### src/rtl/register_update_reader.sv
// Snoops a register's write port and queues accepted updates (2 deep) for a
// valid/ready consumer; coalesces into the tail entry when full and counts the loss.
module register_update_reader #(
  parameter int SIZE         = 8,
  parameter bit CHANGED_ONLY = 1'b0,
  parameter int CNT_W        = 4
) (
  input  logic             clk,
  input  logic             reset_n,
  input  logic             wen,
  input  logic [SIZE-1:0]  wdata,
  output logic             rd_valid,
  output logic [SIZE-1:0]  rd_data,
  input  logic             rd_ready,
  output logic [SIZE-1:0]  last_value,
  output logic             overrun,
  output logic [CNT_W-1:0] overrun_cnt,
  input  logic             clr_overrun
);

  // state | meaning
  // EMPTY | no entries queued, rd_valid=0
  // ONE   | one entry queued at head
  // TWO   | full; a further accept without pop coalesces into the tail entry
  typedef enum logic [1:0] {
    EMPTY = 2'd0,
    ONE   = 2'd1,
    TWO   = 2'd2
  } state_t;

  localparam logic [CNT_W-1:0] CNT_MAX = '1;

  state_t          state;
  state_t          state_n;
  logic [SIZE-1:0] mem   [2];
  logic [SIZE-1:0] mem_n [2];
  logic            head;
  logic            head_n;
  logic            tail;
  logic            accept;
  logic            pop;
  logic            push;
  logic            coalesce;

  always_comb begin
    accept   = wen & ((CHANGED_ONLY == 1'b0) | (wdata != last_value));
    pop      = rd_valid & rd_ready;
    push     = accept & ((state != TWO) | pop);
    coalesce = accept & (state == TWO) & ~pop;

    mem_n[0] = mem[0];
    mem_n[1] = mem[1];
    // tail points at the next free slot, so the newest entry lives at ~tail
    if (push)
      mem_n[tail] = wdata;
    else if (coalesce)
      mem_n[~tail] = wdata;

    head_n  = head ^ pop;
    state_n = state;
    case (state)
      EMPTY: if (push) state_n = ONE;
      ONE: begin
        if (push && !pop)      state_n = TWO;
        else if (pop && !push) state_n = EMPTY;
      end
      TWO: if (pop && !push) state_n = ONE;
      default: state_n = EMPTY;
    endcase
  end

  always_ff @(posedge clk or negedge reset_n) begin
    if (!reset_n) begin
      state       <= EMPTY;
      mem[0]      <= '0;
      mem[1]      <= '0;
      head        <= 1'b0;
      tail        <= 1'b0;
      rd_valid    <= 1'b0;
      rd_data     <= '0;
      last_value  <= '0;
      overrun     <= 1'b0;
      overrun_cnt <= '0;
    end else begin
      state    <= state_n;
      mem[0]   <= mem_n[0];
      mem[1]   <= mem_n[1];
      head     <= head_n;
      tail     <= tail ^ push;
      rd_valid <= (state_n != EMPTY);
      rd_data  <= mem_n[head_n];

      if (wen)
        last_value <= wdata;

      // a coalesce in the same cycle as a clear leaves exactly one event recorded
      if (coalesce) begin
        overrun <= 1'b1;
        if (clr_overrun)
          overrun_cnt <= {{(CNT_W-1){1'b0}}, 1'b1};
        else if (overrun_cnt != CNT_MAX)
          overrun_cnt <= overrun_cnt + 1'b1;
      end else if (clr_overrun) begin
        overrun     <= 1'b0;
        overrun_cnt <= '0;
      end
    end
  end

endmodule

### config.mk
export PLATFORM = sky130hd
export DESIGN_NAME = register_update_reader
export DESIGN_NICKNAME = d
export VERILOG_FILES = /design/src/rtl/register_update_reader.sv
export SDC_FILE = /design/constraint.sdc
export NUM_CORES = 1
export LEC_CHECK = 0
export BUFFER_PORTS_ARGS = -buffer_cell sky130_fd_sc_hd__buf_2
export CORE_MARGIN = 10
export CORE_UTILIZATION = 30
export CTS_CLUSTER_SIZE = 16
export DETAILED_ROUTE_END_ITERATION = 10
export PLACE_DENSITY_LB_ADDON = 0.25
export RECOVER_POWER = 100
export SETUP_SLACK_MARGIN = 0.15
export SLEW_MARGIN = 20
export SYNTH_ARGS = -nofsm -noshare
export SYNTH_HDL_FRONTEND = slang
export SYNTH_SLANG_ARGS = --single-unit
export TNS_END_PERCENT = 1
### constraint.sdc
create_clock -name clk -period 3.12 [get_ports clk]
set_input_delay 0.624 -clock clk [delete_from_list [all_inputs] [get_ports clk]]
set_output_delay 0.624 -clock clk [all_outputs]
set_load 0.1 [all_outputs]
* Yosys cells after proc, flatten, opt, wreduce, memory -nomap -nowiden
Cells that the tools add are included.
Storage, ports and cells: register bits after elaboration 42, input port bits 13, output and inout bits 22, logic and storage cells 65
Operators by class: add/sub/neg operators 1, order comparisons 5, equality and inequality tests 4, mux-type cells 22, bitwise gates (word level) 12, reductions and logical operators 11
Operators with widths (count):
- 8-bit two-way mux | 5
- 16-bit bitwise mux | 2
- 16-bit two-way mux | 2
- 8-bit demux with 1-bit select | 2
- 4-bit two-way mux | 4
- 2-bit two-way mux | 4
- 2-bit >= comparator, second input constant | 3
- 1-bit NOT with 2-bit output | 3
- 2-bit one-hot mux with 3 select lines | 1
- 2-bit nonzero test | 3
- 4-bit by 1-bit adder with 4-bit output, second input constant | 1
- 1-bit bitwise AND | 4
- 1-bit logical AND | 4
- 2-bit by 1-bit less-than comparator with 1-bit output, second input constant | 2
- 4-bit inequality test, second input constant | 1
- 2-bit by 1-bit == test with 1-bit output, second input constant | 1
- 2-bit == test, second input constant | 1
- 1-bit zero test | 2
- 2-bit zero test | 1
- 1-bit two-way mux | 2
- 2-bit inequality test, second input constant | 1
- 1-bit NOT | 2
- 2-bit AND reduction | 1
- 1-bit bitwise XOR | 2
- 1-bit bitwise OR | 1

* Depth between registers and ports, before layout
depth in word-level cells 12, depth in mapped cells 6, mapped depth without buffers 5

* Least setup slack after synthesis
OpenSTA, ideal clock, no wires.
kind reg-to-reg, start point register rd_valid, end point register rd_data[0], library setup time 0.125 ns, arrival time 2.135 ns, required time 2.995 ns, path slack 0.860 ns, stages on the path, launching flop included 6, buffers on the path 0, clock period less this slack 2.260 ns, cell sequence dfrtp_1 > nand2_4 > nand2_2 > xor2_1 > mux2_4 > mux2_4
On the way: cells in the longest elaborated chain, start to end 8, elaborated cells on any way between the ends 12, classes of those cells mux (5); bitwise (7)
Ends and longest elaborated chain:
- from (decl) | line 12 | output logic rd_valid,
- from (signal assigned) | line 90 | rd_valid <= (state_n != EMPTY);
- 1-bit bitwise AND (*) | line 47 | pop = rd_valid & rd_ready;
- 1-bit NOT | line 49 | coalesce = accept & (state == TWO) & ~pop;
- 1-bit bitwise AND | line 49
- 16-bit two-way mux | line 56 | else if (coalesce)
- 16-bit two-way mux | line 54 | if (push)
- 8-bit two-way mux (not written as such) (*) (3 in series) | line 91 | rd_data <= mem_n[head_n];
- to (signal assigned) | line 91
- to (decl) | line 13 | output logic [SIZE-1:0] rd_data,
Every way passes the cells marked *; elsewhere a longest branch is shown, timed or not. The select of a mux whose other input is x is not followed. A chain may end at the register's enable or synchronous reset.

* Worst setup path after layout
start point register overrun_cnt[0], end point output port overrun_cnt[0]
RTL lines:
- from (decl) | line 17 | output logic [CNT_W-1:0] overrun_cnt,
- from (signal assigned) | line 100 | overrun_cnt <= {{(CNT_W-1){1'b0}}, 1'b1};
- from (signal assigned) | line 102 | overrun_cnt <= overrun_cnt + 1'b1;
No word-level cell between the ends.

==> metrics.txt <==
reg2reg start=rd_valid; maximum clock insertion buffer count=2; largest net degree at the start of global routing=43; DRT antenna net count=0; syn nets=between 100 and 150; CTS H-tree depth=2; largest family of logic cells by synthesized area=multiplexers; DRC=0; clk sink count=42; status=finished, final reports clean; CTS tree=yes; Total Routing Usage GR=0.0804; post-CTS setup buffer count=0; fin area=approximately 0.0021 mm^2; critical path capture point type=primary output; Cells after Synth=128; Core Rows=28; final worst path period need=2.23 ns; Root Buffer=clkbuf_8; hold buffer count at cts=0; Rel. slew slack=0.198; Die H=98.1 um; final hold slack=0.473 ns; cts repair resizes=0; top_reg_cell synth=dfrtp_1; first-pass GRT wire length=about 6300 um; IO buf count=34; fraction of registers with async set or reset after synthesis=1.00; vias=1133; proportion of synthesized area in mux cells=0.271; crit path cell chain=clkbuf_1; area occupied by multi-input gates=712 um^2; fillers=between 500 and 600; number of synthesized flops with an enable pin=0; post-layout util=0.359; Worst Tran Pin Value=1.21 ns; XOR/XNOR Fraction of Synth Area=0.0233; DRT iter0 DRCs=33; setup TNS=0 ns; Core Region=0.00592 mm^2; share of cells above drive strength 1=0.331; Setup crit start=overrun_cnt[0]; compound-cell area share of the yosys netlist=0.0342; Post-Synth Adder-Cell Area=0.00684; Via density=4.70; Placer Congestion=0.749; Bufs and invs on worst path=1; Crit path arrival time=around 1.6 ns; peak per-stage delay on the critical path=slightly below 0.9 ns; Top delay family on crit path=buffers and inverters; clock latency on the worst-skew pair=0.29 ns; Area after DPL=0.00208 mm^2; HPWL Detailed=2640 um; RSZ-0062 raised after global routing=false; number of diodes=0; I/O Pins=35; sequential area share after synthesis=0.575; Post-Syn Area per Cell=between 10 and 15 um^2; #FFs+latches synth=42; wirelength, routed=3700 um; total congestion overflow=0; sequential cell area=between 0.001 and 0.0015 mm^2; nets=180; vias in the first global route=around 1200; WP data required=2.50 ns; Setup Crit Path Kind=flip-flop to primary output; Startpoint Class=flip-flop; area grow syn2layout=16.2%; setup clock skew after layout=0.00416 ns; width of the die=98.1 um; max_cap viols=0; drt first pass iters=3; die area=a little under 0.01 mm^2; min-delay worst type=input port to async pin; flop-to-flop setup slack=1.07 ns; CP Max Fanout=5; # setup viols final=0; Initial Util=0.309; initial antenna violation count=0; Slew Viols, Final=0; Fin. Hold Viols=0; synthesized cell area=roughly 0.0018 mm^2; simple-gate area share of the yosys netlist=0.0746; per-cell routed wire length=15.3 um; Netlist cell types=28; Clk pin slew, worst setup/hold paths=about 0.080 ns; fmax=0.449 GHz; CTS Buf Count=5; CP max-delay cell=clkbuf_1; yosys warns=0; period utilisation layout=0.714
-- worst paths after layout --
check                            endpoint  cells past startpoint
min in group clk                     tail                      1
min reg2reg                          tail                      1
min                            rd_data[6]                      1
max in group asynchronous         mem[11]                      1
max reg2reg                    rd_data[1]                      5
max                        overrun_cnt[0]                      1
-- routing by layer --
layer | up-vias | wire length, um | GRT usage
li1 | 528 | - | -
met1 | 570 | 1720 | 0.101
met2 | 27 | 1700 | 0.119
met3 | 8 | 230 | 0.0366
met4 | 0 | 44 | 0.0268
met5 | - | 0 | 0
-- Yosys cell counts (2+ instances only) --
| master | number | share of area |
|---|---|---|
| nand2_1 | 8 | 0.016 |
| nand2b_1 | 2 | 0.0068 |
| inv_1 | 2 | 0.0041 |
| a21oi_1 | 4 | 0.011 |
| buf_2 | 2 | 0.0055 |
| mux2_4 | 9 | 0.074 |
| nand3_1 | 4 | 0.011 |
| mux2_2 | 32 | 0.20 |
| xor2_1 | 2 | 0.0096 |
| o21ai_0 | 4 | 0.011 |
| dfrtp_1 | 42 | 0.57 |
-- through the flow --
stage,std cells,setup slack [ns]
floorplan,128,0.860
global placement,234,1.01
detailed placement,234,0.980
CTS,241,1.22
global route,241,0.779
finish,241,0.892
-- logic make-up (layout without fill, tap and decap cells) --
family | Yosys count | in the layout
and+or+nand+nor | 23 | 23
AOI/OAI and AO/OA | 11 | 11
muxes | 41 | 41
DFF | 42 | 42
xor gates and xnor gates | 4 | 4
buffers and inverters | 6 | 44
adders and majority gates | 1 | 1
-- sequential cells by signal (all words and copies together) (netlist names) --
name,flops
head,1
rd_valid,1
overrun_cnt,4
last_value,8
tail,1
mem,16
overrun,1
state,2
rd_data,8
-- worst reg2reg max path, stage by stage, from the launching register on --
cell and delay (ns):
dfrtp_1 0.41, nand2_4 0.12, xor2_1 0.40, nand2_1 0.10
mux2_1 0.52, mux2_1 0.39
-- area by class of cell --
type | count | area share
Timing Repair Buffer | 35 | 0.0700
Multi-Input combinational cell | 80 | 0.335
Inverter | 2 | 0.00353
Clock inverter | 1 | 0.0141
Tap cell | 75 | 0.0441
Sequential cell | 42 | 0.494
Clock buffer | 6 | 0.0388
-- cell usage in the layout, fill, tap and decap left out, types with 2 or more instances in the layout --
cell	n
o21ai_0	4
nand3_1	4
dfrtp_1	42
mux2_1	8
clkbuf_8	6
mux2_2	32
inv_1	2
xor2_1	3
nand2b_1	2
clkbuf_1	23
nand2_1	8
buf_2	11
a21oi_1	4
Power is left out: the tool's default activity adds up to more than one toggle a clock period on the data nets, which glitch-free logic cannot reach.
